## config.mk

```make
export PLATFORM = sky130hd
export DESIGN_NAME = pkt_transmitter_flat
export DESIGN_NICKNAME = d
export VERILOG_FILES = /design/src/rtl/pkt_tx_if.sv /design/src/rtl/pkt_transmitter.sv /design/src/flat_wrapper.sv
export SDC_FILE = /design/constraint.sdc
export NUM_CORES = 1
export LEC_CHECK = 0
export CAP_MARGIN = 20
export CELL_PAD_IN_SITES_DETAIL_PLACEMENT = 0
export CELL_PAD_IN_SITES_GLOBAL_PLACEMENT = 1
export CORE_AREA = 2 2 503 505
export DETAILED_ROUTE_END_ITERATION = 10
export DIE_AREA = 0 0 505 507
export GPL_TIMING_DRIVEN = 0
export PLACE_DENSITY_LB_ADDON = 0.1
export SETUP_SLACK_MARGIN = 0.5
export SLEW_MARGIN = 5
export SYNTH_ARGS = -nofsm -noshare
export SYNTH_HDL_FRONTEND = slang
export SYNTH_SLANG_ARGS = --single-unit
export TNS_END_PERCENT = 50
```

## constraint.sdc

```tcl
create_clock -name clk -period 3.5 [get_ports clk]
set_clock_uncertainty 0.15 [all_clocks]
set_input_delay 0.525 -clock clk [delete_from_list [all_inputs] [get_ports clk]]
set_output_delay 0.525 -clock clk [all_outputs]
set_load 0.005 [all_outputs]
```

## src/rtl/pkt_tx_if.sv

```systemverilog
// Handshake bundle between the packet transmitter and its neighbours.
// The master modport is the transmitter's view of the bundle. The slave modport is the environment's view.
interface pkt_tx_if;
  logic [600:0] s_axis_pkt_TDATA;
  logic         s_axis_pkt_TVALID;
  logic         s_axis_pkt_TREADY;

  logic [31:0]  m_axis_tx_meta_TDATA;
  logic         m_axis_tx_meta_TVALID;
  logic         m_axis_tx_meta_TREADY;

  logic [63:0]  s_axis_tx_status_TDATA;
  logic         s_axis_tx_status_TVALID;
  logic         s_axis_tx_status_TREADY;

  logic [512:0] m_axis_tx_data_TDATA;
  logic [63:0]  m_axis_tx_data_TKEEP;
  logic         m_axis_tx_data_TVALID;
  logic         m_axis_tx_data_TREADY;

  modport master (
    input  s_axis_pkt_TDATA, s_axis_pkt_TVALID,
    output s_axis_pkt_TREADY,
    output m_axis_tx_meta_TDATA, m_axis_tx_meta_TVALID,
    input  m_axis_tx_meta_TREADY,
    input  s_axis_tx_status_TDATA, s_axis_tx_status_TVALID,
    output s_axis_tx_status_TREADY,
    output m_axis_tx_data_TDATA, m_axis_tx_data_TKEEP, m_axis_tx_data_TVALID,
    input  m_axis_tx_data_TREADY
  );

  modport slave (
    output s_axis_pkt_TDATA, s_axis_pkt_TVALID,
    input  s_axis_pkt_TREADY,
    input  m_axis_tx_meta_TDATA, m_axis_tx_meta_TVALID,
    output m_axis_tx_meta_TREADY,
    output s_axis_tx_status_TDATA, s_axis_tx_status_TVALID,
    input  s_axis_tx_status_TREADY,
    input  m_axis_tx_data_TDATA, m_axis_tx_data_TKEEP, m_axis_tx_data_TVALID,
    output m_axis_tx_data_TREADY
  );
endinterface

```

## src/rtl/pkt_transmitter.sv

```systemverilog
// TCP TX packet transmitter: meta request, status wait with retry/back-off, then payload pass-through.
// Optional statistics counters are enabled by defining PKT_TX_STATS_EN.
module pkt_transmitter #(
  parameter int MAX_RETRY = 3,
  parameter int RETRY_GAP = 16,
  parameter int MAX_LEN   = 2048
) (
  input  logic        clk,
  input  logic        rst,
  pkt_tx_if.master    bus
`ifdef PKT_TX_STATS_EN
  ,
  output logic [31:0] stat_sent,
  output logic [31:0] stat_dropped,
  output logic [31:0] stat_retries
`endif
);

  typedef enum logic [2:0] {IDLE, META, STATUS, BACKOFF, DATA, DROP} state_e;

  localparam logic [3:0]  MaxRetry = 4'(MAX_RETRY);
  localparam logic [7:0]  GapLast  = 8'(RETRY_GAP - 1);
  localparam logic [16:0] MaxLen   = 17'(MAX_LEN);

  state_e      state_q;
  logic [15:0] session_q;
  logic [15:0] rem_q;
  logic [31:0] meta_q;
  logic        meta_valid_q;
  logic        status_ready_q;
  logic [3:0]  retry_q;
  logic [7:0]  gap_q;

  logic [15:0] head_session;
  logic [15:0] head_len;
  logic        in_last;
  logic        len_bad;
  logic        status_ok;
  logic        status_fire;
  logic        data_fire;
  logic [3:0]  retry_d;
  logic [15:0] rem_d;
  logic [63:0] keep;

  assign head_session = bus.s_axis_pkt_TDATA[528:513];
  assign head_len     = bus.s_axis_pkt_TDATA[544:529];
  assign in_last      = bus.s_axis_pkt_TDATA[512];
  assign len_bad      = (head_len == 16'd0) || ({1'b0, head_len} > MaxLen);

  // A status only counts as success if it is error-free and belongs to our session.
  assign status_ok   = (bus.s_axis_tx_status_TDATA[63:62] == 2'b00) &&
                       (bus.s_axis_tx_status_TDATA[15:0] == session_q);
  assign status_fire = status_ready_q && bus.s_axis_tx_status_TVALID;
  assign data_fire   = (state_q == DATA) && bus.s_axis_pkt_TVALID && bus.m_axis_tx_data_TREADY;
  assign retry_d     = retry_q + 4'd1;
  assign rem_d       = (rem_q >= 16'd64) ? rem_q - 16'd64 : 16'd0;

  always_comb begin
    // NOTE: every always_comb output gets a default first, so no latch is inferred.
    keep = '1;
    if (rem_q < 16'd64) keep = (64'd1 << rem_q[5:0]) - 64'd1;
  end

  assign bus.s_axis_pkt_TREADY       = ((state_q == DATA) && bus.m_axis_tx_data_TREADY) ||
                                       (state_q == DROP);
  assign bus.m_axis_tx_meta_TDATA    = meta_q;
  assign bus.m_axis_tx_meta_TVALID   = meta_valid_q;
  assign bus.s_axis_tx_status_TREADY = status_ready_q;
  assign bus.m_axis_tx_data_TDATA    = bus.s_axis_pkt_TDATA[512:0];
  assign bus.m_axis_tx_data_TKEEP    = keep;
  assign bus.m_axis_tx_data_TVALID   = (state_q == DATA) && bus.s_axis_pkt_TVALID;

  // NOTE: sequential state uses non-blocking assignments so every register sees pre-edge values.
  always_ff @(posedge clk or posedge rst) begin
    if (rst) begin
      state_q        <= IDLE;
      session_q      <= '0;
      rem_q          <= '0;
      meta_q         <= '0;
      meta_valid_q   <= 1'b0;
      status_ready_q <= 1'b0;
      retry_q        <= '0;
      gap_q          <= '0;
    end else begin
      case (state_q)
        IDLE: begin
          // The head beat is only inspected here; DATA or DROP consumes it.
          if (bus.s_axis_pkt_TVALID) begin
            session_q <= head_session;
            if (len_bad) begin
              state_q <= DROP;
            end else begin
              meta_q       <= {head_len, head_session};
              rem_q        <= head_len;
              retry_q      <= '0;
              meta_valid_q <= 1'b1;
              state_q      <= META;
            end
          end
        end
        META: begin
          if (bus.m_axis_tx_meta_TREADY) begin
            meta_valid_q   <= 1'b0;
            status_ready_q <= 1'b1;
            state_q        <= STATUS;
          end
        end
        STATUS: begin
          if (bus.s_axis_tx_status_TVALID) begin
            status_ready_q <= 1'b0;
            if (status_ok) begin
              state_q <= DATA;
            end else begin
              retry_q <= retry_d;
              if (retry_d == MaxRetry) begin
                state_q <= DROP;
              end else begin
                gap_q   <= '0;
                state_q <= BACKOFF;
              end
            end
          end
        end
        BACKOFF: begin
          if (gap_q == GapLast) begin
            meta_valid_q <= 1'b1;
            state_q      <= META;
          end else begin
            gap_q <= gap_q + 8'd1;
          end
        end
        DATA: begin
          if (data_fire) begin
            rem_q <= rem_d;
            if (in_last) state_q <= IDLE;
          end
        end
        DROP: begin
          if (bus.s_axis_pkt_TVALID && in_last) state_q <= IDLE;
        end
        default: state_q <= IDLE;
      endcase
    end
  end

`ifdef PKT_TX_STATS_EN
  logic enter_drop;
  assign enter_drop = ((state_q == IDLE) && bus.s_axis_pkt_TVALID && len_bad) ||
                      (status_fire && !status_ok && (retry_d == MaxRetry));

  always_ff @(posedge clk or posedge rst) begin
    if (rst) begin
      stat_sent    <= '0;
      stat_dropped <= '0;
      stat_retries <= '0;
    end else begin
      if (data_fire && in_last)       stat_sent    <= stat_sent + 32'd1;
      if (enter_drop)                 stat_dropped <= stat_dropped + 32'd1;
      if (status_fire && !status_ok)  stat_retries <= stat_retries + 32'd1;
    end
  end
`endif

  logic unused_bits;
  assign unused_bits = ^{bus.s_axis_pkt_TDATA[600:545], bus.s_axis_tx_status_TDATA[61:16]};

endmodule

```

## src/flat_wrapper.sv

```systemverilog
// flat-port wrapper written by rule: the top's interface ports become plain ports
module pkt_transmitter_flat 
#(
  parameter int MAX_RETRY = 3,
  parameter int RETRY_GAP = 16,
  parameter int MAX_LEN   = 2048
)
  (clk, rst, bus_s_axis_pkt_TDATA, bus_s_axis_pkt_TVALID, bus_s_axis_pkt_TREADY, bus_m_axis_tx_meta_TDATA, bus_m_axis_tx_meta_TVALID, bus_m_axis_tx_meta_TREADY, bus_s_axis_tx_status_TDATA, bus_s_axis_tx_status_TVALID, bus_s_axis_tx_status_TREADY, bus_m_axis_tx_data_TDATA, bus_m_axis_tx_data_TKEEP, bus_m_axis_tx_data_TVALID, bus_m_axis_tx_data_TREADY);
  pkt_tx_if bus_i ();
  input  logic clk;
  input  logic rst;
  input wire logic [$bits(bus_i.s_axis_pkt_TDATA)-1:0] bus_s_axis_pkt_TDATA;
  input wire logic [$bits(bus_i.s_axis_pkt_TVALID)-1:0] bus_s_axis_pkt_TVALID;
  output wire logic [$bits(bus_i.s_axis_pkt_TREADY)-1:0] bus_s_axis_pkt_TREADY;
  output wire logic [$bits(bus_i.m_axis_tx_meta_TDATA)-1:0] bus_m_axis_tx_meta_TDATA;
  output wire logic [$bits(bus_i.m_axis_tx_meta_TVALID)-1:0] bus_m_axis_tx_meta_TVALID;
  input wire logic [$bits(bus_i.m_axis_tx_meta_TREADY)-1:0] bus_m_axis_tx_meta_TREADY;
  input wire logic [$bits(bus_i.s_axis_tx_status_TDATA)-1:0] bus_s_axis_tx_status_TDATA;
  input wire logic [$bits(bus_i.s_axis_tx_status_TVALID)-1:0] bus_s_axis_tx_status_TVALID;
  output wire logic [$bits(bus_i.s_axis_tx_status_TREADY)-1:0] bus_s_axis_tx_status_TREADY;
  output wire logic [$bits(bus_i.m_axis_tx_data_TDATA)-1:0] bus_m_axis_tx_data_TDATA;
  output wire logic [$bits(bus_i.m_axis_tx_data_TKEEP)-1:0] bus_m_axis_tx_data_TKEEP;
  output wire logic [$bits(bus_i.m_axis_tx_data_TVALID)-1:0] bus_m_axis_tx_data_TVALID;
  input wire logic [$bits(bus_i.m_axis_tx_data_TREADY)-1:0] bus_m_axis_tx_data_TREADY;
  assign bus_i.s_axis_pkt_TDATA = bus_s_axis_pkt_TDATA;
  assign bus_i.s_axis_pkt_TVALID = bus_s_axis_pkt_TVALID;
  assign bus_s_axis_pkt_TREADY = bus_i.s_axis_pkt_TREADY;
  assign bus_m_axis_tx_meta_TDATA = bus_i.m_axis_tx_meta_TDATA;
  assign bus_m_axis_tx_meta_TVALID = bus_i.m_axis_tx_meta_TVALID;
  assign bus_i.m_axis_tx_meta_TREADY = bus_m_axis_tx_meta_TREADY;
  assign bus_i.s_axis_tx_status_TDATA = bus_s_axis_tx_status_TDATA;
  assign bus_i.s_axis_tx_status_TVALID = bus_s_axis_tx_status_TVALID;
  assign bus_s_axis_tx_status_TREADY = bus_i.s_axis_tx_status_TREADY;
  assign bus_m_axis_tx_data_TDATA = bus_i.m_axis_tx_data_TDATA;
  assign bus_m_axis_tx_data_TKEEP = bus_i.m_axis_tx_data_TKEEP;
  assign bus_m_axis_tx_data_TVALID = bus_i.m_axis_tx_data_TVALID;
  assign bus_i.m_axis_tx_data_TREADY = bus_m_axis_tx_data_TREADY;
  pkt_transmitter #(.MAX_RETRY(MAX_RETRY), .RETRY_GAP(RETRY_GAP), .MAX_LEN(MAX_LEN)) u_core (.clk(clk), .rst(rst), .bus(bus_i));
endmodule
```

==> impl_metrics.csv, run 1 <==
group,metric,value,unit
run_status,status,"finished clean",
timing,fin_crit_sh,98.2,%
timing,relSlewSlack,29.3,%
final_layout,area_delta_synth_final,144,%
final_layout,num-fill-cells,29300,
grt,track_usage,7.34,%
clock_tree,clk_path_buf_depth,2,
floorplanning,die_h,507,um
drt,first_pass_iters,4,
yosys,synth-async-reset-ratio,100,%
clock_tree,clkTransAtPathRegs,0.08,ns
grt,grt_overflow,0,
clock_tree,numClockSinks,81,
yosys,syn_area_per_cell,8.13,sq um
yosys,yosysSeqAreaShare,22.4,%
pwr,p_sw_share,41.6,%
grt,grt_max_degree,56,
floorplanning,num_io_pins,1284,
floorplanning,core_area,0.250,sq mm
floorplanning,start_util,3.62,%
yosys,synthesis.nets,1791,
drt,routed-via-count,10500,
placement,place_congestion,0.840,
critical_path,cp_slowest_stage_delay,0.44,ns
drt,drtIter0Drc,450,
yosys,ys_types,60,
final_layout,final_common_cell,"clkdlybuf4s50_1",
pwr,vdd_drop_max,0.202,mV
critical_path,path_cells,"or2_4 -> clkbuf_16 -> nor2_4 -> nand3_2 -> ha_4 -> o21ai_4 -> a31oi_4 -> buf_8 -> buf_6 -> a221oi_4 -> a41oi_2 -> buf_2",
pwr,seqPwrFrac,18.8,%
timing,finalCriticalPeriod,3.44,ns
critical_path,critPathKind,"flop to primary output",
pwr,p_comb_share,67.8,%
pwr,p_int,4.74,mW
min_path,hp-class,"primary input to asynchronous set/reset pin",
critical_path,cp_max_fo,7,
final_layout,finalNetCount,2558,
critical_path,cp_slowest_cell,"dfrtp_2",
drt,avgViaCountPerCell,2.01,
yosys,syn_area,0.00906,sq mm
timing,final-setup-viol-count,0,
critical_path,worstPathRequired,2.82,ns
final_layout,final_cell_mix,"clkdlybuf4s50_1, buf_4, dfrtp_1, buf_6, nand2_1",
critical_path,cp.arrival,2.76,ns
floorplanning,die_area,0.256,sq mm
timing,worst_pin_slew,1.05,ns
timing,hold_viol_final,0,
drt,drc,0,
drt,wirelength,99700,um
critical_path,ff2ff_setup_slack,0.68,ns
yosys,synth-edff-count,0,
final_layout,multi_input_area,0.00363,sq mm
clock_tree,htree_levels,3,
floorplanning,dieWidth,505,um
drt,antenna_left,0,
drt,wl_per_cell,19.0,um
placement,dp_slack,-1.62,ns
placement,hpwl,90600,um
yosys,synth_seq_cells,81,
grt,grt_pass1_vias,11300,
yosys,syn_inst,1114,
final_layout,drive_above_1_share,46.4,%
critical_path,cp-end-kind,"primary output",
clock_tree,cts_buffers,9,
grt,antenna_found_initial,58,
pwr,clock_power_share,13.4,%
pwr,netSwitchingPower,3.38,mW
clock_tree,hold_buffers,0,
critical_path,critPathLaunchType,"flop",
clock_tree,clk_latency,0.40,ns
pwr,power_density,368,mW/mm^2
critical_path,crit_start,"u_core.rem_q[4]",
timing,rsz0062_at_grt,"true",
placement,place.port_buffers,669,
floorplanning,rows,184,
clock_tree,root_buffer,"clkbuf_16",
critical_path,rr_startpoint,"u_core.state_q[0]",
grt,grt_pass1_wl,124000,um
run,maxCapViolCount,0,
yosys,yosys_warnings,0,
timing,worst_slack,0.0643,ns
pwr,cellLeakagePower,8.21,nW
clock_tree,cts_tree,"built",
timing,fmax,0.291,GHz
pwr,p_total,8.11,mW
yosys,synthFlopType,"dfrtp_1",
final_layout,seq_area,0.00203,sq mm
timing,slew_viol_final,0,
-- cell usage after synthesis, types with 4 or more instances --
library cell  number  area (sq um)
a21o_1             4          30.0
a21oi_1           30           150
a22o_1             4          35.0
a31oi_1           14          87.6
a32oi_1            5          43.8
and3_1            10          62.6
buf_1              4          15.0
buf_2              5          25.0
buf_4            515          3870
clkbuf_1          30           113
dfrtp_1           81          2030
ha_1               6          75.1
inv_1             17          63.8
mux2_2            44           495
mux2i_1            7          70.1
nand2_1           76           285
nand2b_1           7          43.8
nand3_1           23           115
nand4_1            4          25.0
nor2_1            43           161
nor2b_1            8          50.1
nor3_1            15          75.1
nor4_1             5          31.3
o21ai_0           53           265
o21ai_1           10          50.1
o221ai_1           6          52.6
o22ai_1            5          31.3
or2_2              5          31.3
or3_1              4          25.0
xnor2_1           22           193
xor2_1             5          43.8
-- metrics by stage --
step / cells / utilization [%] / hold WS, ns / setup TNS, ns / cell area [sq um]
after CTS: 5206 / 8.58 / 0.276 / -0.00357 / 21500
after global placement: 5131 / 7.96 / 0.334 / -249.15 / 20000
after floorplan: 1114 / - / 0.315 / 0 / 9060
after global routing: 5234 / 8.81 / 0.323 / -0.101 / 22100
final: 5237 / 8.81 / 0.309 / 0 / 22100
after detailed placement: 5133 / 7.99 / 0.333 / -101.08 / 20000
-- layout make-up --
cell class / instances / area share [%]
diodes: 4 / 0.0454
plain buffers: 554 / 19.6
clock buffers: 9 / 1.02
clock inverters: 6 / 0.329
inverters: 19 / 0.386
multi-input cells: 460 / 16.5
flip-flops and latches: 81 / 9.20
well taps: 3348 / 19.0
repair buffers: 756 / 34.0
-- cell families (layout without fill, tap and decap cells) --
family	after synthesis	count (layout)	synth area share [%]
adders and majority gates	6	6	0.829
AOI/OAI and AO/OA	160	160	11.1
other	0	4	0
buffers and inverters	573	1344	45.2
xor gates and xnor gates	27	27	2.61
muxes	52	52	6.37
and+or+nand+nor	215	215	11.5
DFF	81	81	22.4
-- worst max-delay path, delay by kind of cell, from the launching register on --
family                   cells  cell delay [ns]
adder cells (fa/ha/maj)      1             0.22
AO/OA/AOI/OAI                4             0.55
AND/OR/NAND/NOR              3             0.50
flip-flops                   1             0.44
buffers and inverters        4             0.65
-- power by group through the flow --
stage,combinational [mW],clock [mW],sequential (mW)
final,5.50,1.09,1.52
after global routing,5.97,1.19,1.58
after CTS,5.12,1.17,1.53
after detailed placement,4.13,0,1.53
after global placement,4.18,0,1.53
after floorplan,2.04,0,1.46
-- repair_timing --
item | CTS | global route
setup endpoints to repair | 135 | 77
setup buffers | 55 | 27
gates resized for setup | 539 | 145
gates cloned | 3 | 0
pin swaps | 38 | 43
-- metal layers --
layer	GRT usage, %	part of all wire [%]
met1	6.34	29
met2	15.0	57
met3	3.16	10
met4	1.84	2.7
met5	0	0.14
-- state kept, by name (all words and copies together), names as in the netlist --
register / cells
u_core.bus.s_axis_tx_status_TREADY: 1
u_core.bus.m_axis_tx_meta_TDATA: 32
u_core.state_q: 3
u_core.session_q: 16
u_core.gap_q: 8
u_core.retry_q: 4
u_core.rem_q: 16
u_core.bus.m_axis_tx_meta_TVALID: 1
-- final timing paths --
| path | to | cells after the start |
|---|---|---|
| worst max register to register | u_core.bus.m_axis_tx_meta_TDATA[6] | 9 |
| worst max-delay path | bus_m_axis_tx_data_TKEEP[34] | 12 |
| max in group asynchronous | u_core.bus.m_axis_tx_meta_TDATA[28] | 3 |
| worst min register to register | u_core.bus.m_axis_tx_meta_TDATA[7] | 1 |
| min in group clk | u_core.bus.m_axis_tx_meta_TDATA[19] | 2 |
| worst min-delay path | u_core.session_q[4] | 2 |
No activity file was read; power rests on OpenSTA's default activity.
==> run 2, diff against run 1 <==
SKIP_CTS_REPAIR_TIMING = 1   (was default)
==> impl_metrics.csv, run 2 (same netlist as run 1, synthesis figures left out) <==
group,metric,value,unit
run_status,status,"finished clean",
pwr,cellLeakagePower,7.99,nW
critical_path,critPathLaunchType,"flop",
final_layout,final_common_cell,"clkdlybuf4s50_1",
critical_path,cp-end-kind,"primary output",
critical_path,r2r_end,"u_core.bus.m_axis_tx_meta_TDATA[16]",
grt,grt_overflow,0,
final_layout,final_area,0.0215,sq mm
grt,grt_pass1_vias,11100,
timing,rsz0062_at_grt,"true",
grt,grt_pass1_wl,122000,um
drt,drtIter0Drc,455,
placement,place_congestion,0.840,
final_layout,finalNetCount,2530,
run,maxCapViolCount,0,
clock_tree,clk_path_buf_depth,2,
pwr,vdd_drop_max,0.188,mV
floorplanning,dieWidth,505,um
critical_path,critPathKind,"flop to primary output",
floorplanning,rows,184,
pwr,netSwitchingPower,3.18,mW
critical_path,rr_worst_depth,8,
placement,postPlaceCellArea,0.0200,sq mm
grt,antenna_found_initial,59,
pwr,p_sw_share,42.5,%
timing,slew_viol_final,0,
final_layout,area_delta_synth_final,137,%
floorplanning,die_area,0.256,sq mm
clock_tree,numClockSinks,81,
timing,worst_pin_slew,1.05,ns
min_path,hp-class,"primary input to asynchronous set/reset pin",
clock_tree,clkTransAtPathRegs,0.08,ns
drt,antenna_left,0,
clock_tree,cts_tree,"built",
drt,wl_per_cell,19.1,um
clock_tree,cts_buffers,9,
pwr,p_int,4.31,mW
drt,routed-via-count,10400,
timing,final-setup-viol-count,0,
pwr,power_density,349,mW/mm^2
critical_path,rr_startpoint,"u_core.state_q[0]",
timing,fin_crit_sh,98.2,%
final_layout,largest_register_ffs,32,
drt,avgViaCountPerCell,2.00,
timing,finalCriticalPeriod,3.44,ns
critical_path,ff2ff_setup_slack,0.66,ns
timing,hold_viol_final,0,
final_layout,final_cells,5210,
drt,wirelength,99400,um
pwr,p_comb_share,65.1,%
pwr,clock_power_share,14.5,%
placement,place_inst,5133,
pwr,seqPwrFrac,20.4,%
timing,fmax,0.291,GHz
placement,hpwl,90600,um
floorplanning,start_util,3.62,%
drt,first_pass_iters,5,
grt,track_usage,7.25,%
grt,grt_max_degree,56,
critical_path,cp_max_fo,10,
final_layout,final_cell_mix,"clkdlybuf4s50_1, buf_4, dfrtp_1, nand2_1",
drt,drc,0,
floorplanning,die_h,507,um
floorplanning,num_io_pins,1284,
critical_path,cp.arrival,2.76,ns
floorplanning,core_area,0.250,sq mm
clock_tree,root_buffer,"clkbuf_16",
clock_tree,clk_latency,0.40,ns
clock_tree,htree_levels,3,
final_layout,drive_above_1_share,43.4,%
timing,relSlewSlack,29.6,%
critical_path,worstPathRequired,2.82,ns
placement,place.port_buffers,669,
## run 2: metal layers
layer | up-vias | track usage [%] | part of all wire (%)
met2 | 639 | 14.9 | 58
li1 | 4675 | - | -
met3 | 147 | 2.88 | 10
met5 | - | 0 | 0.15
met4 | 26 | 1.81 | 2.6
met1 | 4908 | 6.40 | 30
## run 2: power groups by stage
stage | Combinational (mW) | Sequential, mW | Clock (mW)
floorplan | 2.04 | 1.46 | 0
global placement | 4.18 | 1.53 | 0
detailed placement | 4.13 | 1.53 | 0
CTS | 4.15 | 1.52 | 1.17
global route | 5.31 | 1.58 | 1.19
finish | 4.88 | 1.53 | 1.09
## run 2: how the worst max path moves through the flow
stage                     slack, ns  cells after the start            start                           end
after floorplan                0.48                     11  u_core.rem_q[4]  bus_m_axis_tx_data_TKEEP[14]
after global placement        -1.80                      9  u_core.rem_q[5]  bus_m_axis_tx_data_TKEEP[16]
after detailed placement      -1.62                     11  u_core.rem_q[2]  bus_m_axis_tx_data_TKEEP[16]
after CTS                     -2.11                     11  u_core.rem_q[2]  bus_m_axis_tx_data_TKEEP[16]
after global routing          -0.06                      9  u_core.rem_q[3]  bus_m_axis_tx_data_TKEEP[50]
final                          0.06                     11  u_core.rem_q[3]  bus_m_axis_tx_data_TKEEP[46]
## run 2: worst max-delay path, stage by stage, from the launching register on
cell	delay, ns
dfrtp_1	0.42
or2_4	0.31
buf_12	0.14
nor2_4	0.14
nand3_2	0.12
ha_4	0.24
o21ai_4	0.11
a31o_4	0.16
buf_12	0.14
a21oi_2	0.03
or3_4	0.40
buf_6	0.15
## run 2: metrics by stage
| stage | setup TNS, ns | hold WS (ns) | total power, mW | worst slack, ns | util [%] |
|---|---|---|---|---|---|
| 3_3_place_gp | -249.15 | 0.334 | 5.71 | -1.80 | 7.96 |
| 5_1_grt | -0.470 | 0.328 | 8.08 | -0.0556 | 8.57 |
| 2_1_floorplan | 0 | 0.315 | 3.50 | 0.478 | - |
| 6_report | 0 | 0.310 | 7.49 | 0.0613 | 8.57 |
| 4_1_cts | -107.93 | 0.276 | 6.84 | -2.11 | 8.10 |
| 3_5_place_dp | -101.08 | 0.333 | 5.66 | -1.62 | 7.99 |
## run 2: area by class of cell
class	instances	area [sq um]
Fill cell	29300	229000
Timing Repair Buffer	728	7190
Buffer	554	4240
Tap cell	3348	4190
Multi-Input combinational cell	460	3420
Sequential cell	81	2030
Clock buffer	9	225
Inverter	19	83.8
Clock inverter	6	72.6
Antenna cell	5	12.5
==> run 3, diff against run 2 <==
CORE_AREA = 3 3 504 506   (was 2 2 503 505)
DIE_AREA = 0 0 507 509   (was 0 0 505 507)
SETUP_SLACK_MARGIN = default   (was 0.5)
==> impl_metrics.csv, run 3 (same netlist as run 1, synthesis figures left out) <==
group,metric,value,unit
run_status,status,"finished with violations",
run_status,violations,"negative setup slack",
placement,place_congestion,0.875,
timing,fin_crit_sh,101,%
final_layout,final_cell_mix,"clkdlybuf4s50_1, buf_4, dfrtp_1, nand2_1, mux2_2",
grt,grt_use_met2,14.4,%
final_layout,largest_register_ffs,32,
timing,final-setup-viol-count,2,
drt,drtIter0Drc,382,
placement,hpwl,89600,um
final_layout,final_common_cell,"clkdlybuf4s50_1",
floorplanning,die_h,509,um
grt,grt_use_met1,6.07,%
critical_path,cp.arrival,2.85,ns
floorplanning,start_util,3.62,%
floorplanning,core_area,0.250,sq mm
grt,grt_pass1_vias,10900,
timing,slew_viol_final,0,
clock_tree,cts_buffers,9,
final_layout,final_cells,5198,
pwr,seqPwrFrac,21.0,%
drt,avgViaCountPerCell,1.98,
final_layout,seq_area,0.00203,sq mm
final_layout,post-route-util,8.46,%
grt,antenna_found_initial,62,
timing,worst_pin_slew,0.915,ns
drt,routed-via-count,10300,
final_layout,finalNetCount,2510,
final_layout,multi_input_area,0.00330,sq mm
drt,wl_per_cell,18.8,um
min_path,hp-class,"primary input to asynchronous set/reset pin",
pwr,p_comb_share,63.2,%
final_layout,num-fill-cells,29300,
clock_tree,htree_levels,3,
critical_path,cp_slowest_cell,"dfrtp_2",
clock_tree,cts_tree,"built",
critical_path,critPathKind,"flop to primary output",
final_layout,area_delta_synth_final,134,%
grt,track_usage,6.98,%
floorplanning,rows,184,
clock_tree,clkTransAtPathRegs,0.07,ns
grt,grt_max_degree,68,
drt,first_pass_iters,4,
clock_tree,clk_path_buf_depth,2,
grt,grt_overflow,0,
critical_path,cp_max_fo,7,
pwr,netSwitchingPower,3.08,mW
floorplanning,dieWidth,507,um
critical_path,cp-end-kind,"primary output",
critical_path,cp_slowest_stage_delay,0.41,ns
pwr,clock_power_share,15.8,%
drt,wirelength,97600,um
critical_path,rr_startpoint,"u_core.state_q[0]",
final_layout,drive_above_1_share,40.0,%
pwr,power_density,344,mW/mm^2
critical_path,worstPathRequired,2.82,ns
floorplanning,die_area,0.258,sq mm
critical_path,r2r_end,"u_core.bus.m_axis_tx_meta_TDATA[17]",
grt,top_usage_layer,"met2",
critical_path,rr_worst_depth,8,
timing,hold_viol_final,0,
pwr,p_int,4.22,mW
clock_tree,numClockSinks,81,
timing,relSlewSlack,38.4,%
critical_path,path_cells,"buf_6 -> or2_4 -> buf_12 -> nor2_4 -> nand3_2 -> ha_4 -> o21ai_4 -> a31o_4 -> buf_4 -> o22ai_1 -> a211o_1 -> nand2_1 -> buf_6",
pwr,cellLeakagePower,7.76,nW
clock_tree,clk_latency,0.39,ns
pwr,p_sw_share,42.2,%
floorplanning,num_io_pins,1284,
grt,met3_usage,3.11,%
critical_path,ff2ff_setup_slack,0.15,ns
critical_path,critPathLaunchType,"flop",
clock_tree,root_buffer,"clkbuf_16",
grt,grt_pass1_wl,118000,um
pwr,vdd_drop_max,0.223,mV
timing,fmax,0.284,GHz
timing,rsz0062_at_grt,"true",
drt,antenna_left,0,
run,maxCapViolCount,0,
timing,worst_slack,-0.0249,ns
placement,place_inst,5135,
critical_path,cp_common_cell,"buf_6",
placement,place.port_buffers,669,
timing,finalCriticalPeriod,3.52,ns
drt,drc,0,
## run 3: cell types whose count changed in the layout (fill, tap and decap cells not counted), moves of 7 or more
cell	delta
clkbuf_2	-11
buf_4	-16
clkdlybuf4s50_1	+15
dlymetal6s2s_1	+20
buf_6	-29
diode_2	+7
## run 3: area by class of cell
cell class | count | share of cell area [%]
Sequential cell | 81 | 9.60
Tap cell | 3348 | 19.8
Multi-Input combinational cell | 460 | 15.6
Inverter | 19 | 0.378
Buffer | 552 | 19.5
Clock inverter | 7 | 0.478
Timing Repair Buffer | 710 | 33.5
Clock buffer | 9 | 1.06
Antenna cell | 12 | 0.142
## run 3: how the worst max path moves through the flow
stage	from	to	depth (start not counted)
5_1_grt	u_core.rem_q[4]	bus_m_axis_tx_data_TKEEP[26]	13
3_5_place_dp	u_core.rem_q[2]	bus_m_axis_tx_data_TKEEP[26]	12
2_1_floorplan	u_core.rem_q[1]	bus_m_axis_tx_data_TKEEP[14]	10
3_3_place_gp	u_core.rem_q[5]	bus_m_axis_tx_data_TKEEP[34]	10
4_1_cts	u_core.rem_q[2]	bus_m_axis_tx_data_TKEEP[26]	12
6_report	u_core.rem_q[4]	bus_m_axis_tx_data_TKEEP[18]	13
## run 3: routing by layer
layer	vias to the layer above	part of all wire (%)
met5	-	0.11
met4	18	1.6
met3	125	11
met2	640	58
met1	4856	29
li1	4649	-
## run 3: through the flow
step	total power, mW	hold slack (ns)	TNS [ns]	setup WS (ns)	area [sq um]
after CTS	6.88	0.282	-109.51	-2.29	20300
after detailed placement	5.62	0.340	-98.40	-1.80	20000
after global routing	7.87	0.324	-3.64	-0.223	21200
final	7.30	0.307	-0.0450	-0.0249	21200
after global placement	5.69	0.324	-277.48	-2.31	19900
after floorplan	3.49	0.315	0	0.365	9060
## run 3: power by group through the flow
| stage | combinational [mW] | clock, mW | sequential, mW |
|---|---|---|---|
| after floorplan | 2.04 | 0 | 1.45 |
| after global placement | 4.16 | 0 | 1.53 |
| after detailed placement | 4.10 | 0 | 1.52 |
| after CTS | 4.11 | 1.25 | 1.51 |
| after global routing | 5.02 | 1.27 | 1.58 |
| final | 4.61 | 1.16 | 1.53 |
## run 3: critical path: cells and delay by family (launching register included)
| kind | cells | cell delay, ns |
|---|---|---|
| compound gates | 4 | 0.68 |
| fa+ha+maj | 1 | 0.23 |
| buf+inv | 4 | 0.52 |
| simple gates | 4 | 0.61 |
| flops | 1 | 0.41 |
